## src/rtl/spi_frame_rx.sv

```systemverilog
// spi_frame_rx
// SPI mode-0 slave receiver. Brings the asynchronous SPI pins into the clk
// domain and assembles MSB-first WIDTH-bit words. Each completed word is
// presented on data_out together with a one-cycle valid strobe. Chip select
// marks the word boundaries, so a partial word is dropped when cs_n rises.
//
// Ports
//   clk          system clock
//   rstn         synchronous reset, active-low
//   sclk         SPI clock from the MCU (asynchronous)
//   cs_n         SPI chip select, active-low (asynchronous)
//   mosi         SPI data (asynchronous)
//   data_out     last completed word; held until the next word completes
//   valid        one-clk pulse when data_out is updated
//   busy         high while the synchronized cs_n is low
//   frame_error  one-clk pulse at frame end when the frame was malformed
//
// Optional feature
//   SPI_FRAME_CHECK_EN  builds the word counter and the frame-length check.
//                       When it is not defined, frame_error is tied to 0.
module spi_frame_rx #(
  parameter int WIDTH       = 8,
  parameter int FRAME_WORDS = 64
) (
  input  logic             clk,
  input  logic             rstn,
  input  logic             sclk,
  input  logic             cs_n,
  input  logic             mosi,
  output logic [WIDTH-1:0] data_out,
  output logic             valid,
  output logic             busy,
  output logic             frame_error
);

  localparam int BW = $clog2(WIDTH);
  localparam logic [BW-1:0] BIT_LAST = BW'(WIDTH - 1);

  typedef enum logic {IDLE, SHIFT} state_t;

  // Stage 0: two-flop synchronizers, plus a third flop on sclk and cs_n for
  // edge detection.
  logic [2:0] sclk_q;
  logic [2:0] cs_q;
  logic [1:0] mosi_q;
  // prime_q[2] marks cs_q[2] as holding a real pin sample. The chip select
  // pipeline resets to "deasserted". Without this mark, a pin that is still
  // low when reset releases would look like a new falling edge and would
  // resume an aborted frame.
  logic [2:0] prime_q;

  always_ff @(posedge clk) begin
    if (!rstn) begin
      sclk_q  <= 3'b000;
      cs_q    <= 3'b111;
      mosi_q  <= 2'b00;
      prime_q <= 3'b000;
    end else begin
      sclk_q  <= {sclk_q[1:0], sclk};
      cs_q    <= {cs_q[1:0], cs_n};
      mosi_q  <= {mosi_q[0], mosi};
      prime_q <= {prime_q[1:0], 1'b1};
    end
  end

  // Stage 1: registered edge detection. mosi travels alongside sclk so that
  // the sampled bit stays aligned with its edge.
  logic sclk_rise_q;
  logic cs_fall_q;
  logic cs_rise_q;
  logic mosi_e_q;

  always_ff @(posedge clk) begin
    if (!rstn) begin
      sclk_rise_q <= 1'b0;
      cs_fall_q   <= 1'b0;
      cs_rise_q   <= 1'b0;
    end else begin
      sclk_rise_q <= sclk_q[1] & ~sclk_q[2];
      cs_fall_q   <= ~cs_q[1] & cs_q[2] & prime_q[2];
      cs_rise_q   <= cs_q[1] & ~cs_q[2];
    end
  end

  always_ff @(posedge clk) begin
    mosi_e_q <= mosi_q[1];
  end

  // Stage 2: word assembly, counters and registered outputs.
  state_t            state_q;
  logic [BW-1:0]     bitcnt_q;
  logic [BW-1:0]     bit_d;
  logic [WIDTH-2:0]  shreg_q;
  logic [WIDTH-1:0]  word_w;
  logic              word_done;
  logic [WIDTH-1:0]  data_out_q;
  logic              valid_q;
  logic              busy_q;

  assign word_w    = {shreg_q, mosi_e_q};
  assign word_done = sclk_rise_q && (bitcnt_q == BIT_LAST);

  always_comb begin
    bit_d = bitcnt_q;
    if (sclk_rise_q) begin
      bit_d = word_done ? '0 : bitcnt_q + 1'b1;
    end
  end

`ifdef SPI_FRAME_CHECK_EN
  localparam int WCW = $clog2(FRAME_WORDS + 2);
  localparam logic [WCW-1:0] WORD_MAX = WCW'(FRAME_WORDS + 1);
  localparam logic [WCW-1:0] WORD_EXP = WCW'(FRAME_WORDS);

  logic [WCW-1:0] wordcnt_q;
  logic [WCW-1:0] word_d;
  logic           frame_bad;
  logic           frame_error_q;

  // The counter saturates one step beyond the expected length, so an overlong
  // frame can never wrap back to a count that looks correct.
  always_comb begin
    word_d = wordcnt_q;
    if (word_done && (wordcnt_q != WORD_MAX)) begin
      word_d = wordcnt_q + 1'b1;
    end
  end

  // The check uses the next-state counts, so a word that completes in the
  // same cycle as the cs_n rise is counted before the frame is judged.
  assign frame_bad   = (word_d != WORD_EXP) || (bit_d != '0);
  assign frame_error = frame_error_q;
`else
  assign frame_error = 1'b0;
`endif

  always_ff @(posedge clk) begin
    if (!rstn) begin
      state_q    <= IDLE;
      bitcnt_q   <= '0;
      data_out_q <= '0;
      valid_q    <= 1'b0;
      busy_q     <= 1'b0;
`ifdef SPI_FRAME_CHECK_EN
      wordcnt_q     <= '0;
      frame_error_q <= 1'b0;
`endif
    end else begin
      valid_q <= 1'b0;
      busy_q  <= ~cs_q[1];
`ifdef SPI_FRAME_CHECK_EN
      frame_error_q <= 1'b0;
`endif
      case (state_q)
        IDLE: begin
          bitcnt_q <= '0;
`ifdef SPI_FRAME_CHECK_EN
          wordcnt_q <= '0;
`endif
          if (cs_fall_q) begin
            state_q <= SHIFT;
          end
        end
        SHIFT: begin
          bitcnt_q <= bit_d;
`ifdef SPI_FRAME_CHECK_EN
          wordcnt_q <= word_d;
`endif
          if (word_done) begin
            data_out_q <= word_w;
            valid_q    <= 1'b1;
          end
          // End of frame: the counters restart, and any partial word stays
          // in shreg_q. It is never emitted, because a new frame shifts in a
          // full word before the next strobe.
          if (cs_rise_q) begin
            state_q  <= IDLE;
            bitcnt_q <= '0;
`ifdef SPI_FRAME_CHECK_EN
            wordcnt_q     <= '0;
            frame_error_q <= frame_bad;
`endif
          end
        end
        default: state_q <= IDLE;
      endcase
    end
  end

  always_ff @(posedge clk) begin
    if ((state_q == SHIFT) && sclk_rise_q) begin
      shreg_q <= word_w[WIDTH-2:0];
    end
  end

  assign data_out = data_out_q;
  assign valid    = valid_q;
  assign busy     = busy_q;

endmodule

```

## config.mk

```make
export PLATFORM = sky130hd
export DESIGN_NAME = spi_frame_rx
export DESIGN_NICKNAME = d
export VERILOG_FILES = /design/src/rtl/spi_frame_rx.sv
export SDC_FILE = /design/constraint.sdc
export NUM_CORES = 1
export LEC_CHECK = 0
export ABC_AREA = 1
export ABC_CLOCK_PERIOD_IN_PS = 2900
export CAP_MARGIN = 20
export CORE_ASPECT_RATIO = 1.2
export CORE_MARGIN = 2
export CORE_UTILIZATION = 30
export CTS_CLUSTER_SIZE = 30
export DETAILED_ROUTE_END_ITERATION = 10
export PLACE_DENSITY_LB_ADDON = 0.2
export SYNTH_ARGS = -nofsm -noshare
export SYNTH_HDL_FRONTEND = slang
export SYNTH_SLANG_ARGS = --single-unit
export TNS_END_PERCENT = 50
```

## constraint.sdc

```tcl
create_clock -name clk -period 2.9 [get_ports clk]
set_clock_uncertainty 0.2 [all_clocks]
set_input_delay 0.435 -clock clk [delete_from_list [all_inputs] [get_ports clk]]
set_output_delay 0.435 -clock clk [all_outputs]
set_load 0.02 [all_outputs]
```

**Word level (Yosys, flattened, before mapping)**

Index checks and enable logic that the tools add are counted.

- Register bits after elaboration: 36
- Input bits: 5
- Output and inout bits: 11
- Logic and storage cells: 39

- Add/sub/neg operators: 1
- Equal/unequal tests: 2
- Multiplexer cells: 9
- Bitwise operators: 8
- Reductions and logical operators: 4

Operator list:

| kind | number |
|---|---|
| 3-bit two-way mux | 3 |
| 3-bit one-hot mux with 2 select lines | 1 |
| 1-bit bitwise AND | 4 |
| 1-bit two-way mux | 4 |
| 1-bit inverter | 4 |
| 2-bit AND reduction | 2 |
| 3-bit by 1-bit adder with 3-bit output, second input constant | 1 |
| 3-bit == test, second input constant | 1 |
| 3-bit inequality test, second input constant | 1 |
| 1-bit logical AND | 2 |
| 1-bit one-hot mux with 2 select lines | 1 |

**Logic depth before layout (Yosys ltp)**

- Word-level depth: 6
- Gate-level depth with buffers: 7
- Mapped depth without buffers: 7

**Worst setup path before layout**

OpenSTA, ideal clock, no wires.

- Kind: reg2reg
- Start point: reg bitcnt_q[0]
- End point: reg data_out_q[2], in the netlist data_out[2]
- Arrival time: 1052 ps
- Slack: 1532 ps
- Cell stages (with the launch flop): 7
- Buffers on the path: 0
- Period minus slack after synthesis: 1368 ps
- Cell sequence: dfxtp_1 ha_1 ha_1 inv_1 nor2_8 o21ai_0 nor2_1

- Cells in the longest elaborated chain, start to end: 3

Ends and longest elaborated chain:

| what | RTL line | source |
|---|---|---|
| start: declaration | 91 | `logic [BW-1:0] bitcnt_q;` |
| start signal: assignment | 165 | `bitcnt_q <= bit_d;` |
| 3-bit == test | 101 | `assign word_done = sclk_rise_q && (bitcnt_q == BIT_LAST);` |
| 1-bit logical AND | 101 |  |
| 2-bit AND reduction (no source line) | - |  |
| end signal: assignment | 170 | `data_out_q <= word_w;` |
| end: declaration | 96 | `logic [WIDTH-1:0] data_out_q;` |

No other way between the ends.
A chain may end at the register's enable or synchronous reset.

**Final worst setup path**

- Start point: reg data_out_q[7], in the netlist data_out[7]
- End point: out data_out[7]

RTL lines:

| what | RTL line | source |
|---|---|---|
| end: declaration | 30 | `output logic [WIDTH-1:0] data_out,` |

No word-level cell between the ends.

==> flow_metrics.env <==
export IMPL_ys_seq_elements=36
export IMPL_multi_input_area_sq_um=294
export IMPL_period_minus_slack_ns=1.86
export IMPL_status="finished clean"
export IMPL_syn_inst=115
export IMPL_grt_usage_pct=9.81
export IMPL_vias_per_cell=3.86
export IMPL_drv_cap=0
export IMPL_numCtsBuffers=5
export IMPL_arrival_ns=1.22
export IMPL_n_antenna_cell=0
export IMPL_syn_area_per_cell_sq_um=10.1
export IMPL_rows=24
export IMPL_postRouteAntennaNets=0
export IMPL_synth_warnings=0
export IMPL_cts_tree="built"
export IMPL_wl_um=1800
export IMPL_p_per_area_mw_per_mm2=634
export IMPL_io_pins=16
export IMPL_hold_class="reg -> reg"
export IMPL_antenna_found_initial=0
export IMPL_power_leakage_nw=0.654
export IMPL_ys_seq_area_share_pct=68.2
export IMPL_clk_pin_slew_ns=0.07
export IMPL_period_share_pct=64.0
export IMPL_setup_viol=0
export IMPL_fp_dieW_um=60.8
export IMPL_grt_max_degree=14
export IMPL_vias=722
export IMPL_synthTopCellsByArea="dfxtp_1 (50%), edfxtp_1 (18%), nor2_1 (7.8%), nand2_1 (5.2%), inv_1 (4.2%)"
export IMPL_area_growth_pct=25.2
export IMPL_cpMaxStageDelayCell="clkdlybuf4s50_1"
export IMPL_crit_chain="clkdlybuf4s50_1"
export IMPL_path_class="reg -> out"
export IMPL_end_kind="output pin"
export IMPL_drcViolationCount=0
export IMPL_yosysTopAreaCell="dfxtp_1"
export IMPL_drt_pass1_iterations=4
export IMPL_synth_cell_types=18
export IMPL_drive_above_1_share_pct=10.4
export IMPL_post_cts_resized=0
export IMPL_final_max_slew_viol_count=0
export IMPL_grt_pass1_vias=659
export IMPL_synth_top_area_share_pct=50.1
export IMPL_power_total_mw=0.921
export IMPL_fill_cells=389
export IMPL_wl_per_cell_um=9.64
export IMPL_root_buffer="clkbuf_8"
export IMPL_clock_latency_ns=0.28
export IMPL_syn_nets=122
export IMPL_fin_hold_ws_ns=0.138
export IMPL_post_cts_buffers=0
export IMPL_hold_viol=0
export IMPL_die_h_um=72.1
export IMPL_clock_sinks=36
export IMPL_cpPeakStageDelay_ns=0.60
export IMPL_hold_buffers=0
export IMPL_seq_area_sq_um=791
export IMPL_crit_buf_inv=1
export IMPL_vdd_drop_max_mv=0.298
export IMPL_dieArea_sq_mm=0.00438
export IMPL_cpLargestDelayFamily="buffers and inverters"
export IMPL_critPathMaxFanout=2
export IMPL_tns_ns=0
export IMPL_grt_pass1_wl_um=3010
export IMPL_overflow=0
export IMPL_post_dp_hpwl_um=1280
export IMPL_clockBufferDepth=2
export IMPL_io_buffer_count=14
export IMPL_fmax_ghz=0.539
export IMPL_gp_congestion=0.727
export IMPL_grt_setup_unrepaired="false"
export IMPL_start_util_pct=31.7
export IMPL_syn_cell_area_sq_mm=0.00116
export IMPL_cts_htree_levels=2
export IMPL_core_sq_mm=0.00366
export IMPL_finalNetCount=141
export IMPL_required_ns=2.27
export IMPL_startpoint_type="register"
export IMPL_dr_first_iter_drc_count=20
[registers in the layout (all words and copies together) (netlist names)]
name,flops
busy,1
mosi_q,2
cs_fall_q,1
bitcnt_q,3
state_q,1
cs_q,3
sclk_q,3
mosi_e_q,1
shreg_q,7
sclk_rise_q,1
valid,1
prime_q,3
cs_rise_q,1
data_out,8
[cells in the final DEF, fill, tap and decap left out]
cell,synthesis,final
dfxtp_1,29,29
nor2_1,24,24
nand2_1,16,16
clkdlybuf4s50_1,0,14
inv_1,13,13
clkbuf_8,0,7
edfxtp_1,7,7
o21ai_0,6,6
nand3_1,3,3
a21oi_1,3,3
or2_2,2,2
o21ai_1,2,2
ha_1,2,2
nand2_2,1,1
nor2_8,1,1
inv_4,1,1
nor2_2,1,1
conb_1,1,1
clkbuf_1,0,1
buf_4,2,1
[synthesized netlist by cell type, drive strengths merged]
cell type / instances
buf: 3
nand3: 3
conb: 1
edfxtp: 7
a21oi: 3
or2: 2
o21ai: 8
nand2: 17
ha: 2
inv: 14
nor2: 26
dfxtp: 29
[metrics by stage]
stage / instance area [sq um] / instances / utilization (%) / setup WS [ns]
3_5_place_dp: 1350 / 179 / 36.9 / 1.04
3_3_place_gp: 1350 / 179 / 36.9 / 1.10
4_1_cts: 1450 / 187 / 39.7 / 1.03
2_1_floorplan: 1160 / 115 / - / 1.53
5_1_grt: 1450 / 187 / 39.7 / 0.992
6_report: 1450 / 187 / 39.7 / 1.04
[worst paths after layout]
path | depth (start not counted) | endpoint | slack [ns] | start
max | 1 | data_out[7] | 1.04 | data_out[7]
min | 0 | mosi_e_q | 0.14 | mosi_q[1]
max reg2reg | 7 | data_out[7] | 1.40 | bitcnt_q[0]
min reg2reg | 0 | mosi_e_q | 0.14 | mosi_q[1]
[layout make-up]
class                           count  area share, %
Multi-Input combinational cell     62           20.2
Sequential cell                    36           54.4
Timing Repair Buffer               15           10.2
Inverter                           14           3.79
Tap cell                           52           4.48
Clock buffer                        8           6.89
[logic make-up (layout without fill, tap and decap cells)]
logic type,after synthesis,count (layout),synth area share (%)
compound gates,11,11,4.75
fa+ha+maj,2,2,2.16
buf+inv,17,37,6.47
flops,36,36,68.2
other cells,1,1,0.323
simple gates,48,48,18.1
[report_power, final]
part	total, mW	internal (mW)	switching (mW)
Combinational	0.0212	0.00978	0.0114
Sequential	0.519	0.516	0.00288
Clock	0.380	0.217	0.164
[layer usage]
| metal | GRT usage (%) | routed length [um] |
|---|---|---|
| met3 | 5.70 | 130 |
| met4 | 5.80 | 39 |
| met5 | 0 | 0 |
| met1 | 12.4 | 881 |
| met2 | 12.7 | 751 |
(Power assumes the default switching activity.)
